===== src/rtl/arm_ctrl_pkg.sv =====
// Shared types and encodings for the multicycle ARM controller: FSM states, ALU controls,
// datapath select codes, condition codes and NZCV bit positions.
package arm_ctrl_pkg;

    typedef enum logic [3:0] {
        StFetch    = 4'd0,
        StDecode   = 4'd1,
        StMemAdr   = 4'd2,
        StMemRead  = 4'd3,
        StMemWb    = 4'd4,
        StMemWrite = 4'd5,
        StExecR    = 4'd6,
        StExecI    = 4'd7,
        StAluWb    = 4'd8,
        StBranch   = 4'd9
    } state_t;

    typedef enum logic [2:0] {
        AluAdd = 3'b000,
        AluSub = 3'b001,
        AluAnd = 3'b010,
        AluOrr = 3'b011
    } alu_ctl_t;

    localparam logic [1:0] SrcARd1   = 2'd0;
    localparam logic [1:0] SrcAPc    = 2'd1;
    localparam logic [1:0] SrcBRd2   = 2'd0;
    localparam logic [1:0] SrcBImm   = 2'd1;
    localparam logic [1:0] SrcBFour  = 2'd2;
    localparam logic [1:0] ResAluOut = 2'd0;
    localparam logic [1:0] ResData   = 2'd1;
    localparam logic [1:0] ResAlu    = 2'd2;

    localparam logic [1:0] OpDp  = 2'b00;
    localparam logic [1:0] OpMem = 2'b01;
    localparam logic [1:0] OpBr  = 2'b10;

    localparam logic [3:0] CmdAdd = 4'b0100;
    localparam logic [3:0] CmdSub = 4'b0010;
    localparam logic [3:0] CmdAnd = 4'b0000;
    localparam logic [3:0] CmdOrr = 4'b1100;
    localparam logic [3:0] CmdCmp = 4'b1010;

    localparam logic [3:0] CondEq = 4'b0000;
    localparam logic [3:0] CondNe = 4'b0001;
    localparam logic [3:0] CondCs = 4'b0010;
    localparam logic [3:0] CondCc = 4'b0011;
    localparam logic [3:0] CondMi = 4'b0100;
    localparam logic [3:0] CondPl = 4'b0101;
    localparam logic [3:0] CondVs = 4'b0110;
    localparam logic [3:0] CondVc = 4'b0111;
    localparam logic [3:0] CondHi = 4'b1000;
    localparam logic [3:0] CondLs = 4'b1001;
    localparam logic [3:0] CondGe = 4'b1010;
    localparam logic [3:0] CondLt = 4'b1011;
    localparam logic [3:0] CondGt = 4'b1100;
    localparam logic [3:0] CondLe = 4'b1101;
    localparam logic [3:0] CondAl = 4'b1110;

    localparam int unsigned FlagN = 3;
    localparam int unsigned FlagZ = 2;
    localparam int unsigned FlagC = 1;
    localparam int unsigned FlagV = 0;

endpackage


===== src/rtl/cond_check.sv =====
// Evaluates an ARM condition field against a stored NZCV nibble.
module cond_check
    import arm_ctrl_pkg::*;
(
    input  logic [3:0] cond_i,
    input  logic [3:0] flags_i,
    output logic       cond_ex_o
);

    logic n, z, c, v;

    always_comb begin
        n = flags_i[FlagN];
        z = flags_i[FlagZ];
        c = flags_i[FlagC];
        v = flags_i[FlagV];
        cond_ex_o = 1'b1;
        unique case (cond_i)
            CondEq:  cond_ex_o = z;
            CondNe:  cond_ex_o = ~z;
            CondCs:  cond_ex_o = c;
            CondCc:  cond_ex_o = ~c;
            CondMi:  cond_ex_o = n;
            CondPl:  cond_ex_o = ~n;
            CondVs:  cond_ex_o = v;
            CondVc:  cond_ex_o = ~v;
            CondHi:  cond_ex_o = c & ~z;
            CondLs:  cond_ex_o = ~c | z;
            CondGe:  cond_ex_o = (n == v);
            CondLt:  cond_ex_o = (n != v);
            CondGt:  cond_ex_o = ~z & (n == v);
            CondLe:  cond_ex_o = z | (n != v);
            default: cond_ex_o = 1'b1;
        endcase
    end

endmodule


===== src/rtl/multicycle_controller.sv =====
// Multicycle ARM sequencing controller: one FSM state per cycle, predicated writes via the
// stored NZCV flags, and memory-ready stalls on FETCH, MEMREAD and MEMWRITE.
module multicycle_controller
    import arm_ctrl_pkg::*;
#(
    parameter bit         USE_MEM_READY = 1'b1,
    parameter logic [3:0] FLAGS_RESET   = 4'b0000
) (
    input  logic       clk_i,
    input  logic       reset_i,
    input  logic [1:0] op_i,
    input  logic [5:0] funct_i,
    input  logic [3:0] rd_i,
    input  logic [3:0] cond_i,
    input  logic [3:0] alu_flags_i,
    input  logic       mem_ready_i,
    output logic       pc_write_o,
    output logic       adr_src_o,
    output logic       ir_write_o,
    output logic       mem_write_o,
    output logic       reg_write_o,
    output logic [1:0] alu_src_a_o,
    output logic [1:0] alu_src_b_o,
    output logic [1:0] result_src_o,
    output logic [1:0] imm_src_o,
    output logic [1:0] reg_src_o,
    output logic [2:0] alu_ctl_o,
    output logic       carry_o,
    output logic [3:0] dbg_state_o
);

    state_t     state_q, state_d;
    logic [3:0] flags_q, flags_d;
    logic       cond_ex;
    logic       ready;
    logic       wb_pc;
    alu_ctl_t   cmd_ctl;
    logic       no_write;
    logic       cv_upd;

    cond_check u_cond_check (
        .cond_i    (cond_i),
        .flags_i   (flags_q),
        .cond_ex_o (cond_ex)
    );

    assign ready = USE_MEM_READY ? mem_ready_i : 1'b1;
    assign wb_pc = (rd_i == 4'd15);

    always_comb begin
        cmd_ctl  = AluAdd;
        no_write = 1'b1;
        cv_upd   = 1'b0;
        unique case (funct_i[4:1])
            CmdAdd:  begin cmd_ctl = AluAdd; no_write = 1'b0; cv_upd = 1'b1; end
            CmdSub:  begin cmd_ctl = AluSub; no_write = 1'b0; cv_upd = 1'b1; end
            CmdAnd:  begin cmd_ctl = AluAnd; no_write = 1'b0; end
            CmdOrr:  begin cmd_ctl = AluOrr; no_write = 1'b0; end
            CmdCmp:  begin cmd_ctl = AluSub; cv_upd = 1'b1; end
            default: ;
        endcase
    end

    always_comb begin
        state_d      = state_q;
        pc_write_o   = 1'b0;
        adr_src_o    = 1'b0;
        ir_write_o   = 1'b0;
        mem_write_o  = 1'b0;
        reg_write_o  = 1'b0;
        alu_src_a_o  = SrcARd1;
        alu_src_b_o  = SrcBRd2;
        result_src_o = ResAluOut;
        alu_ctl_o    = AluAdd;
        unique case (state_q)
            StFetch: begin
                alu_src_a_o  = SrcAPc;
                alu_src_b_o  = SrcBFour;
                result_src_o = ResAlu;
                if (ready) begin
                    ir_write_o = 1'b1;
                    pc_write_o = 1'b1;
                    state_d    = StDecode;
                end
            end
            StDecode: begin
                alu_src_a_o  = SrcAPc;
                alu_src_b_o  = SrcBFour;
                result_src_o = ResAlu;
                unique case (op_i)
                    OpMem:   state_d = StMemAdr;
                    OpDp:    state_d = funct_i[5] ? StExecI : StExecR;
                    OpBr:    state_d = StBranch;
                    default: state_d = StFetch;
                endcase
            end
            StMemAdr: begin
                alu_src_b_o = SrcBImm;
                state_d     = funct_i[0] ? StMemRead : StMemWrite;
            end
            StMemRead: begin
                adr_src_o = 1'b1;
                if (ready) state_d = StMemWb;
            end
            StMemWb: begin
                result_src_o = ResData;
                pc_write_o   = cond_ex & wb_pc;
                reg_write_o  = cond_ex & ~wb_pc;
                state_d      = StFetch;
            end
            StMemWrite: begin
                adr_src_o   = 1'b1;
                mem_write_o = cond_ex & ready;
                if (ready) state_d = StFetch;
            end
            StExecR: begin
                alu_ctl_o = cmd_ctl;
                state_d   = StAluWb;
            end
            StExecI: begin
                alu_src_b_o = SrcBImm;
                alu_ctl_o   = cmd_ctl;
                state_d     = StAluWb;
            end
            StAluWb: begin
                pc_write_o  = cond_ex & ~no_write & wb_pc;
                reg_write_o = cond_ex & ~no_write & ~wb_pc;
                state_d     = StFetch;
            end
            StBranch: begin
                alu_src_b_o  = SrcBImm;
                result_src_o = ResAlu;
                pc_write_o   = cond_ex;
                state_d      = StFetch;
            end
            default: state_d = StFetch;
        endcase
        // Strobes must stay quiet in any cycle where reset is asserted.
        if (reset_i) begin
            pc_write_o  = 1'b0;
            ir_write_o  = 1'b0;
            mem_write_o = 1'b0;
            reg_write_o = 1'b0;
        end
    end

    always_comb begin
        flags_d = flags_q;
        if ((state_q == StExecR || state_q == StExecI) && funct_i[0] && cond_ex) begin
            flags_d[FlagN] = alu_flags_i[FlagN];
            flags_d[FlagZ] = alu_flags_i[FlagZ];
            if (cv_upd) begin
                flags_d[FlagC] = alu_flags_i[FlagC];
                flags_d[FlagV] = alu_flags_i[FlagV];
            end
        end
    end

    always_ff @(posedge clk_i) begin
        if (reset_i) begin
            state_q <= StFetch;
            flags_q <= FLAGS_RESET;
        end else begin
            state_q <= state_d;
            flags_q <= flags_d;
        end
    end

    assign imm_src_o   = op_i;
    assign reg_src_o   = {(op_i == OpMem) & ~funct_i[0], op_i == OpBr};
    assign carry_o     = flags_q[FlagC];
    assign dbg_state_o = state_q;

endmodule


===== config.mk =====
export PLATFORM = sky130hd
export DESIGN_NAME = multicycle_controller
export DESIGN_NICKNAME = d
export VERILOG_FILES = /design/src/rtl/arm_ctrl_pkg.sv /design/src/rtl/cond_check.sv /design/src/rtl/multicycle_controller.sv
export SDC_FILE = /design/constraint.sdc
export NUM_CORES = 1
export LEC_CHECK = 0
export BUFFER_PORTS_ARGS = -buffer_cell sky130_fd_sc_hd__buf_4
export CORE_MARGIN = 2
export CORE_UTILIZATION = 40
export DETAILED_ROUTE_END_ITERATION = 10
export HOLD_SLACK_MARGIN = 0.08
export MAX_ROUTING_LAYER = met4
export PLACE_DENSITY_LB_ADDON = 0.12
export SLEW_MARGIN = 15
export SYNTH_ARGS = -nofsm -noshare
export SYNTH_HDL_FRONTEND = slang
export SYNTH_SLANG_ARGS = --single-unit
export TNS_END_PERCENT = 50

===== constraint.sdc =====
create_clock -name clk_i -period 1.9 [get_ports clk_i]
set_input_delay 0.38 -clock clk_i [delete_from_list [all_inputs] [get_ports clk_i]]
set_output_delay 0.38 -clock clk_i [all_outputs]
set_load 0.005 [all_outputs]

**Word level (Yosys, flattened, before mapping)**

Cells that the tools add are included.

- Word-level logic and storage cells: 95
- Flip-flop bits (word level): 8
- Latch bits: 0
- Memory bits (read-only): 0
- Memories kept: 0
- Input port bits: 23
- Output and inout port bits: 23
- Memory bits (writable): 0

- Bitwise gates (word level): 17
- $lt $le $gt $ge: 0
- Equal/unequal tests: 34
- $mul: 0
- Muxes and demuxes: 24
- Divide/modulo/power cells: 0
- Reduce and logical (&&, ||, !) cells: 17
- $add $sub $neg: 0
- Shift operators: 0

Operators with widths:

| kind | number |
|---|---|
| 4-bit equality test (second input constant) | 11 |
| 4-bit by 3-bit equality test with 1-bit output (second input constant) | 9 |
| 4-bit case mux with 6 select lines | 1 |
| 4-bit by 2-bit equality test with 1-bit output (second input constant) | 5 |
| 1-bit case mux with 14 select lines | 1 |
| 4-bit logical NOT | 3 |
| 4-bit two-way mux | 3 |
| 4-bit case mux with 3 select lines | 1 |
| 1-bit two-way mux | 11 |
| 1-bit AND | 9 |
| 3-bit OR reduction | 3 |
| 4-bit by 1-bit equality test with 1-bit output (second input constant) | 2 |
| 2-bit case mux with 2 select lines | 2 |
| 2-bit OR reduction | 4 |
| 3-bit two-way mux | 2 |
| 2-bit != test (second input constant) | 3 |
| 1-bit inverter | 6 |
| 2-bit case mux with 3 select lines | 1 |
| 1-bit case mux with 4 select lines | 1 |
| 4-bit OR reduction | 1 |
| 3-bit AND reduction | 1 |
| 2-bit by 1-bit equality test with 1-bit output (second input constant) | 1 |
| 2-bit equality test (second input constant) | 1 |
| 1-bit logical AND | 2 |
| other kinds (7) | 8 |

**Logic depth before layout (Yosys ltp)**

Gate-level depths: netlist of run 1.

- Depth in word-level cells: 7
- Gate-level depth with buffers: 6
- Mapped depth without buffers: 5

**Cells and area by module**

Synthesis of run 1 repeated with hierarchy kept, for this count alone.

- Cells, all modules: 119
- Area, all modules: 855.8 um^2

Modules (own cells, without submodules):

| module | area an instance (um^2) | sequential area each (um^2) | cells an instance | times used |
|---|---|---|---|---|
| multicycle_controller | 690.7 | 160.2 | 96 | 1 |
| cond_check | 165.2 | 0.0 | 23 | 1 |

**Worst setup path before layout of run 1**

Ideal clock, no wire load.

- Path kind: in2out
- Start point: input cond_i[0]
- End point: output pc_write_o
- Data required time: 1.520 ns
- Cell stages on the path: 5
- Data arrival time: 1.643 ns
- Slack: -0.123 ns
- Buffers on the path: 1
- Path through: buf_6 > or4b_1 > o211a_1 > and3_1 > o31ai_2

- Longest elaborated chain between the ends: 6
- Elaborated cells between the ends (all ways): 20
- Classes of those cells: eq/ne: 13; mux: 3; bitwise: 3; reduce/logical: 1

Ends and longest elaborated chain:

| element | RTL line | source |
|---|---|---|
| start: declaration | multicycle_controller.sv:14 | `input logic [3:0] cond_i,` |
| 4-bit equality test (tied with other cells) | cond_check.sv:18 | `unique case (cond_i)` |
| 1-bit case mux with 14 select lines (*) | cond_check.sv:18 |  |
| 1-bit AND (2 in series) | multicycle_controller.sv:126 | `pc_write_o = cond_ex & ~no_write & wb_pc;` |
| 1-bit case mux with 4 select lines (*) | multicycle_controller.sv:75 | `unique case (state_q)` |
| 1-bit two-way mux (*) | multicycle_controller.sv:139 | `if (reset_i) begin` |
| end: declaration | multicycle_controller.sv:17 | `output logic pc_write_o,` |

Every way passes the cells marked *; elsewhere a longest branch is shown, timed or not.

**Final worst setup path of run 1**

- Start point: register flags_q[2]
- End point: output pc_write_o

- Longest elaborated chain between the ends: 7
- Elaborated cells between the ends (all ways): 11
- Classes of those cells: mux: 3; bitwise: 8

Ends and longest elaborated chain:

| element | RTL line | source |
|---|---|---|
| start: declaration | multicycle_controller.sv:33 | `logic [3:0] flags_q, flags_d;` |
| start signal: assignment | multicycle_controller.sv:165 | `flags_q <= flags_d;` |
| 1-bit inverter | cond_check.sv:20, cond_check.sv:27, cond_check.sv:31 |  |
| 1-bit AND (on tied branches) | cond_check.sv:31, cond_check.sv:27 |  |
| 1-bit case mux with 14 select lines (*) | cond_check.sv:18 |  |
| 1-bit AND (2 in series) | multicycle_controller.sv:126 |  |
| 1-bit case mux with 4 select lines (*) | multicycle_controller.sv:75 |  |
| 1-bit two-way mux (*) | multicycle_controller.sv:139 |  |

Marked as above.

==> out/results.ini, run 1 <==
[worst_setup_path]
critPathLaunchType=flip-flop
critPathMaxStageDelay_ps=510
crit-reg2reg-launch=flags_q[3]
ff2ff_path_depth=8
path_depth=5
cp_slowest_cell=or4b_1
critPathCaptureType=primary output
path_class=reg -> out
cp_top_family=simple AND/OR/NAND/NOR gates
critical_path_arrival_ps=1810
startpoint=flags_q[2]
worstPathCellList=or4b_1 > o211a_1 > and3_4 > o31ai_4 > buf_4
path_max_fanout=3
crit_buf_inv=1
cp.required_ps=1520

[hold_path]
hold_start=alu_flags_i[2]
holdCritPathClass=in -> reg
whs_path_depth=3

[sta]
hold_viol=0
finalCritPeriodShare=1.15
clock_skew_ps=6.39
report.final.slew_viol_count=0
layout_min_cycle_time_ps=2190
fmax_mhz=457
finalSetupViolCount=3
setup_slack_ps=-290
rsz0062_at_grt=yes

[detailed_routing]
wl_um=2830
drc=0
via_per_inst=5.29
drt_iter0_markers=18
vias=1132
dr.pass1.iters=4
ant_nets=0
wl_per_cell_um=13.2

[floorplan]
core-area_um2=2230
die_area_um2=2810
io_pins=46
initial_utilization=0.430
die_width_um=53.0
die_h_um=53.0
rows=17

[cts]
root_buffer=clkbuf_4
postCtsSetupRepairBufs=0
clk_pin_slew_ps=50
cts_buffers=3
clock_sinks=8
cts_hold_buffers=0
htreeDepth=1
cts_max_path_buffers=2
cts_tree=done
clk_latency_ps=240

[synth]
netlist_instances=136
synth-edff-count=0
ys_types=42
async_reset_ff_frac=0
syn_avg_cell_area_um2=7.07
synth-seq-cells=8
syn_area_um2=961
synth_warnings=0
seq_area_frac_synth=0.167
synth_flop_cell=dfxtp_1

[power_and_ir_drop]
leakage_nw=0.627
sequentialPowerShare=0.314
power.total_uw=595
clkPwrFrac=0.205
powerDensity_nw_per_um2=408
p_sw_frac=0.329
pwr-share-comb=0.481
p_switching_uw=196
ir_worst_vdd_uv=380
p_int_uw=399

[grt]
grt_pass1_wl_um=4490
grt_pass1_vias=1084
grt_max_degree=19
antenna_found_initial=0
gr-total-overflow=0
grt_usage=0.218

[run_status]
outcome=complete, but fails checks
violations=negative setup slack

[finish]
fin_util=0.653
layout_commonest_cell=buf_4
diodes=0
final_cell_mix=buf_4 (61), nand2b_1 (11), nor2_1 (11), nand2_1 (9)
nNetsFinal=211
area_delta_synth_final_pct=51.7
layout-drive-gt1-share=0.409

[place]
place_hpwl_um=2160
port_buffers=43
place.gp.congestion=0.879
place_ws_ps=-236

[job]
maxCapViolations=0

-- state kept, by name, indices dropped and copies added (netlist names) --
| name | count |
|---|---|
| dbg_state_o | 4 |
| flags_q | 4 |
-- tightest hold or removal path: cells and delay by family --
family	cells	cell delay, ps
buffers and inverters	1	110
muxes	1	60
and+or+nand+nor	1	50
-- power by group through the flow --
stage / registers [mW] / clock network, mW / logic, mW
after floorplan: 0.184 / 0 / 0.158
after global placement: 0.187 / 0 / 0.272
after detailed placement: 0.188 / 0 / 0.278
after CTS: 0.185 / 0.128 / 0.279
after global routing: 0.187 / 0.136 / 0.317
final: 0.187 / 0.122 / 0.286
-- cells by family (layout without fill, tap and decap cells) --
| family | count (synthesis) | after routing | share of synthesized area |
|---|---|---|---|
| simple gates | 66 | 66 | 0.405 |
| compound gates | 32 | 32 | 0.211 |
| buf+inv | 18 | 67 | 0.103 |
| flops | 8 | 8 | 0.167 |
| other cells | 1 | 2 | 0.00390 |
| xor+xnor | 3 | 3 | 0.0273 |
| mux | 8 | 8 | 0.0833 |
-- per-layer routing --
metal / global-route usage / share of wire / vias to the layer above
li1: - / - / 586
met1: 0.269 / 0.44 / 501
met2: 0.383 / 0.49 / 45
met3: 0.0282 / 0.070 / 0
met4: 0.0385 / 0 / 0
met5: - / 0 / -
-- final timing paths --
path | endpoint | slack [ps]
setup reg to reg | flags_q[1] | 150
hold / removal | flags_q[2] | 400
setup / recovery | pc_write_o | -290
hold reg to reg | flags_q[1] | 580
-- cells in the mapped netlist, types with 4 or more instances --
cell	n	area, µm²
nor3b_1	5	37.5
a31oi_1	5	31.3
buf_4	4	30.0
nor2_1	11	41.3
o21ai_0	8	40.0
mux2i_1	8	80.1
clkbuf_1	6	22.5
nand2_1	9	33.8
a21oi_1	8	40.0
nand2b_1	11	68.8
nor3_1	7	35.0
nor2b_1	5	31.3
dfxtp_1	8	160
-- area by class of cell --
cell class | count | area (µm²)
clock buffers | 3 | 22.5
fillers | 211 | 776
inverters | 3 | 11.3
multi-input cells | 111 | 769
flip-flops and latches | 8 | 161
well taps | 28 | 35.0
repair buffers | 61 | 458
-- timing repair --
| item | 4_1_cts | 5_1_grt |
|---|---|---|
| resized for setup | 1 | 7 |
| setup endpoints to repair | 4 | 9 |
| cloned | 0 | 0 |
| pin swaps | 1 | 0 |
| endpoints found under the hold margin | 0 | 0 |
-- metrics by stage --
step / hold WS [ps] / cell area (µm²) / setup TNS [ps] / std cells
CTS: 394 / 1410 / -841 / 214
finish: 401 / 1460 / -806 / 214
floorplan: 470 / 983 / -111 / 137
global route: 402 / 1460 / -1050 / 214
global placement: 542 / 1390 / -639 / 211
detailed placement: 574 / 1390 / -832 / 211
Power figures use the tool's default switching activity.
==> inputs of run 2 (changes only) <==
--- a/config.mk
+++ b/config.mk
@@ -6,12 +6,12 @@
 export NUM_CORES = 1
 export LEC_CHECK = 0
 export BUFFER_PORTS_ARGS = -buffer_cell sky130_fd_sc_hd__buf_4
-export CORE_MARGIN = 2
 export CORE_UTILIZATION = 40
 export DETAILED_ROUTE_END_ITERATION = 10
 export HOLD_SLACK_MARGIN = 0.08
 export MAX_ROUTING_LAYER = met4
 export PLACE_DENSITY_LB_ADDON = 0.12
+export SETUP_SLACK_MARGIN = 0.3
 export SLEW_MARGIN = 15
 export SYNTH_ARGS = -nofsm -noshare
 export SYNTH_HDL_FRONTEND = slang
==> out/results.ini, run 2 (same netlist as run 1, synthesis figures left out) <==
[sta]
fin_setup_tns_ps=-697  ; +109 ps
layout_min_cycle_time_ps=2170  ; -22.0 ps
finalCritPeriodShare=1.14  ; -0.0116
report.final.slew_viol_count=0  ; unchanged
hold_slack_ps=393  ; -8.37 ps
hold_viol=0  ; unchanged
clock_skew_ps=9.51  ; +3.13 ps
finalSetupViolCount=3  ; unchanged
fmax_mhz=461  ; +1.0%
rsz0062_at_grt=yes
setup_slack_ps=-268  ; +22.0 ps

[detailed_routing]
via_per_inst=5.52  ; +4.4%
ant_nets=0  ; unchanged
dr.pass1.iters=4  ; unchanged
drt_iter0_markers=19  ; +1
wl_um=3000  ; +5.8%
drc=0  ; unchanged
wl_per_cell_um=13.3  ; +0.66%
vias=1242  ; +9.7%

[power_and_ir_drop]
p_switching_uw=232  ; +18%
p_int_uw=442  ; +11%
pwr-share-comb=0.524  ; +0.043
clkPwrFrac=0.197  ; -0.008
power.total_uw=674  ; +13%
p_sw_frac=0.344  ; +0.0147
sequentialPowerShare=0.279  ; -0.035
ir_worst_vdd_uv=375  ; -1.4%
leakage_nw=0.715  ; +14%
powerDensity_nw_per_um2=395  ; -3.2%

[worst_setup_path]
crit-reg2reg-launch=flags_q[2]
r2r_end=flags_q[0]
critPathCaptureType=primary output
critPathLaunchType=flip-flop
critical_path_arrival_ps=1790  ; -20 ps
cp.required_ps=1520  ; about the same
path_class=reg -> out
path_max_fanout=3  ; unchanged
ff2ff_path_depth=6  ; -2
reg2reg_setup_slack_ps=170  ; +20 ps

[grt]
grt_max_degree=16  ; -3
grt_usage=0.246  ; +0.0276
gr-total-overflow=0  ; unchanged
antenna_found_initial=0  ; unchanged
grt_pass1_vias=1070  ; -1.3%
grt_pass1_wl_um=4730  ; +5.2%

[cts]
clk_pin_slew_ps=50  ; about the same
root_buffer=clkbuf_4
htreeDepth=1  ; unchanged
clk_latency_ps=260  ; +20 ps
cts_max_path_buffers=2  ; unchanged
cts_tree=done
cts_buffers=3  ; unchanged
clock_sinks=8  ; unchanged

[hold_path]
holdCritPathClass=in -> reg
hold_start=alu_flags_i[3]
whs_path_depth=3  ; unchanged
worstHoldEndpoint=flags_q[3]

[floorplan]
initial_utilization=0.430  ; unchanged
die_area_um2=2600  ; -7.4%
die_h_um=51.0  ; -3.8%
die_width_um=51.0  ; -3.8%
io_pins=46  ; unchanged
core-area_um2=2230  ; unchanged
rows=17  ; unchanged

[job]
maxCapViolations=0  ; unchanged

[finish]
layout_commonest_cell=buf_4
layout-drive-gt1-share=0.538  ; +0.129
final_area_um2=1710  ; +17%
diodes=0  ; unchanged
fin_util=0.764  ; +0.111
final_cell_mix=buf_4 (61), nand2b_1 (11), nand2_1 (9), nor2_1 (9), mux2i_1 (8)
nNetsFinal=222  ; +5.2%
final_cells=225  ; +5.1%
area_delta_synth_final_pct=77.6

[place]
dp_cells=212  ; +0.47%
place_ws_ps=-239  ; -2.61 ps
place.gp.congestion=0.899  ; +2.2%
place_hpwl_um=2130  ; -1.4%
dpl_cell_area_um2=1400  ; +0.54%
port_buffers=43  ; unchanged

[run_status]
outcome=complete, but fails checks
violations=negative setup slack

==> run 2: cell types whose count changed in the layout (fill, tap and decap cells not counted), sizes merged <==
cell / before / now
buf: 61 / 72
==> run 2: power by group through the flow <==
stage	Sequential (mW)	Clock, mW	Combinational (mW)
after floorplan	0.184	0	0.159
after global placement	0.189	0	0.277
after detailed placement	0.189	0	0.282
after CTS	0.188	0.134	0.332
after global routing	0.188	0.147	0.382
final	0.188	0.133	0.353
==> run 2: area by class of cell <==
cell class / instances / area [µm²]
tap: 28 / 35.0
sequential: 8 / 173
timing repair buffer: 72 / 606
multi-input combinational: 111 / 860
fill: 173 / 527
clock buffer: 3 / 22.5
inverter: 3 / 11.3
==> run 2: timing repair <==
item / 4_1_cts / 5_1_grt
pin swaps: 13 / 15
setup endpoints to repair: 15 / 16
gates resized for setup: 35 / 16
buffers inserted: 4 / 6
hold buffers: 0 / 0
==> run 2: layer usage <==
| layer | share of wire | vias up | global-route usage |
|---|---|---|---|
| li1 | - | 608 | - |
| met2 | 0.54 | 49 | 0.496 |
| met4 | 0.016 | 0 | 0.0278 |
| met1 | 0.39 | 581 | 0.246 |
| met3 | 0.055 | 4 | 0.0446 |
| met5 | 0 | - | - |
==> run 2: worst max path at each step <==
stage	start	to	slack [ps]	depth (start not counted)
after floorplan	cond_i[0]	pc_write_o	-50	5
after global placement	cond_i[0]	pc_write_o	-210	6
after detailed placement	cond_i[0]	pc_write_o	-240	7
after CTS	flags_q[3]	pc_write_o	-330	6
after global routing	flags_q[3]	pc_write_o	-340	7
final	flags_q[3]	pc_write_o	-270	6
==> run 2: worst max-delay path: stages, from the launching register on <==
cell,delay [ps]
dfxtp_2,330
or4b_4,500
a31oi_4,140
o21ai_2,80
and3_4,200
o31ai_4,150
buf_4,140
==> inputs of run 3 (changes only) <==
--- a/config.mk
+++ b/config.mk
@@ -11,9 +11,11 @@
 export HOLD_SLACK_MARGIN = 0.08
 export MAX_ROUTING_LAYER = met4
 export PLACE_DENSITY_LB_ADDON = 0.12
+export RECOVER_POWER = 50
 export SETUP_SLACK_MARGIN = 0.3
 export SLEW_MARGIN = 15
 export SYNTH_ARGS = -nofsm -noshare
 export SYNTH_HDL_FRONTEND = slang
+export SYNTH_HIERARCHICAL = 1
 export SYNTH_SLANG_ARGS = --single-unit
 export TNS_END_PERCENT = 50
==> out/results.ini, run 3 <==
[worst_setup_path]
ff2ff_path_depth=11  ; +5
r2r_end=flags_q[3]
critPathMaxStageDelay_ps=360  ; -140 ps
reg2reg_setup_slack_ps=-20  ; -190 ps
worstPathCellList=and3b_1 > a22oi_2 > xnor2_1 > a211o_1 > buf_4 > buf_6 > nand2_1 > nor2_1 > buf_4
cp.required_ps=1520  ; about the same
cp_slowest_cell=dfxtp_4
critical_path_arrival_ps=1830  ; +40 ps
path_class=reg -> out
path_common_cell=buf_4
path_max_fanout=4  ; +1
critPathCaptureType=primary output
critPathLaunchType=flip-flop
crit-reg2reg-launch=flags_q[2]

[sta]
hold_viol=0  ; unchanged
hold_slack_ps=367  ; -26.0 ps
rsz0062_at_grt=yes
setup_slack_ps=-312  ; -44.5 ps
finalSetupViolCount=5  ; +2
report.final.slew_viol_count=0  ; unchanged
fmax_mhz=452  ; -2.0%
finalCritPeriodShare=1.16  ; +0.0234
clock_skew_ps=2.61  ; -6.91 ps
layout_min_cycle_time_ps=2210  ; +44.5 ps

[finish]
final_cell_mix=buf_4 (48), nand2_1 (10), nor2_1 (9)
area_delta_synth_final_pct=62.4
final_cells=193  ; -14%
diodes=0  ; unchanged
final_area_um2=1390  ; -19%
fillCellCount=166  ; -4.0%
nNetsFinal=191  ; -14%
layout-drive-gt1-share=0.530  ; -0.00795
layout_commonest_cell=buf_4

[synth]
ys_types=42  ; unchanged
seq_area_frac_synth=0.187  ; +0.0205
synth_most_common_cell=nor2_1
synth_largest_area_cell=dfxtp_1
ys_top_cells_by_count=nor2_1 (12), nand2_1 (11), nor3_1 (9)
synth-seq-cells=8  ; unchanged
synth_warnings=6  ; +6
netlist_instances=119  ; -13%
synth_flop_cell=dfxtp_1
syn_area_um2=856  ; -11%
async_reset_ff_frac=0  ; unchanged
syn_avg_cell_area_um2=7.19  ; +1.8%
synthTopCellsByArea=dfxtp_1 (19%), mux2i_1 (7.0%), nor3_1 (5.3%)
netlist.area_leader.share=0.187  ; +0.0205
synth-edff-count=0  ; unchanged

[floorplan]
die_width_um=48.3  ; -5.4%
rows=16  ; -1
die_area_um2=2330  ; -11%
core-area_um2=1980  ; -11%
io_pins=46  ; unchanged
die_h_um=48.3  ; -5.4%
initial_utilization=0.432  ; +0.00157

[power_and_ir_drop]
ir_worst_vdd_uv=549  ; +47%
leakage_nw=0.591  ; -17%
power.total_uw=706  ; +4.7%
powerDensity_nw_per_um2=508  ; +29%

[grt]
gr-total-overflow=0  ; unchanged
antenna_found_initial=0  ; unchanged
grt_usage=0.199  ; -0.0468
grt_pass1_wl_um=3220  ; -32%
grt_pass1_vias=768  ; -28%
grt_max_degree=13  ; -3

[detailed_routing]
drt_iter0_markers=29  ; +10
wl_um=2430  ; -19%
drc=0  ; unchanged
dr.pass1.iters=4  ; unchanged
vias=1044  ; -16%
wl_per_cell_um=12.6  ; -5.3%
ant_nets=0  ; unchanged
via_per_inst=5.41  ; -2.0%

[cts]
cts_max_path_buffers=2  ; unchanged
cts_hold_buffers=0  ; unchanged
root_buffer=clkbuf_4
cts_buffers=3  ; unchanged
clk_pin_slew_ps=50  ; about the same
clk_latency_ps=250  ; about the same
cts_tree=done
clock_sinks=8  ; unchanged
htreeDepth=1  ; unchanged

[job]
maxCapViolations=0  ; unchanged

[place]
dp_cells=189  ; -11%
place_hpwl_um=1830  ; -14%
place.gp.congestion=0.766  ; -15%
port_buffers=43  ; unchanged
dpl_cell_area_um2=1220  ; -12%
place_ws_ps=-150  ; +88.7 ps

[run_status]
outcome=complete, but fails checks
violations=negative setup slack

[hold_path]
hold_start=alu_flags_i[1]
whs_path_depth=3  ; unchanged
holdCritPathClass=in -> reg
worstHoldEndpoint=flags_q[1]

run 3: cell count changes after synthesis, sizes merged, moves of 3 or more:
cell    previous run  this run
o21ai              9         1
o21a               3         0
o22ai              1         5
a31oi              5         1
clkbuf             6         2
xnor2              2         5
nand2b            11         3
run 3: final cells by class:
class	instances	area [µm²]	share of cell area
clock buffer	3	22.5	0.0162
inverter	4	15.0	0.0108
multi-input combinational	97	724	0.521
sequential	8	178	0.128
tap	27	33.8	0.0243
timing repair buffer	54	417	0.300
run 3: how the worst max path moves through the flow:
stage | to | cells past startpoint | start
after floorplan | pc_write_o | 9 | cond_i[3]
after global placement | pc_write_o | 9 | cond_i[2]
after detailed placement | pc_write_o | 10 | cond_i[1]
after CTS | pc_write_o | 8 | flags_q[2]
after global routing | pc_write_o | 9 | flags_q[2]
final | mem_write_o | 9 | flags_q[2]
run 3: metal layers:
layer | share of wire | up-vias | routed length [µm] | GRT usage
met4 | 0.0074 | 0 | 18 | 0.0333
li1 | - | 514 | - | -
met3 | 0.033 | 2 | 80 | 0.0333
met1 | 0.43 | 499 | 1050 | 0.239
met5 | 0 | - | 0 | -
met2 | 0.53 | 29 | 1280 | 0.349
run 3: worst max-delay path: cells and delay by family, from the launching register on:
| family | cells | cell delay [ps] |
|---|---|---|
| buffers and inverters | 3 | 400 |
| flip-flops | 1 | 360 |
| AO/OA/AOI/OAI | 2 | 470 |
| AND/OR/NAND/NOR | 3 | 280 |
| XOR/XNOR | 1 | 80 |
run 3: repair_timing:
item / 4_1_cts / 5_1_grt
cloned: 0 / 0
setup endpoints to repair: 14 / 16
pin swaps: 8 / 7
resized for setup: 17 / 21
buffers inserted: 0 / 1
run 3: power breakdown:
group	internal, mW	switching [mW]
clock	0.0721	0.0556
sequential	0.180	0.0228
combinational	0.199	0.176
total	0.451	0.255
run 3: cells by family (layout without fill, tap and decap cells):
group,count (synthesis),in the layout,share of synthesized area
AOI/OAI and AO/OA,23,23,0.190
xor gates and xnor gates,6,6,0.0614
buffers and inverters,15,61,0.0994
DFF,8,8,0.187
muxes,7,7,0.0833
other,1,2,0.00438
and+or+nand+nor,59,59,0.374
run 3: metrics by stage:
step | utilization | TNS [ps]
after floorplan | - | 0
after global placement | 0.618 | -574
after detailed placement | 0.618 | -658
after CTS | 0.658 | -642
after global routing | 0.701 | -1380
final | 0.701 | -782
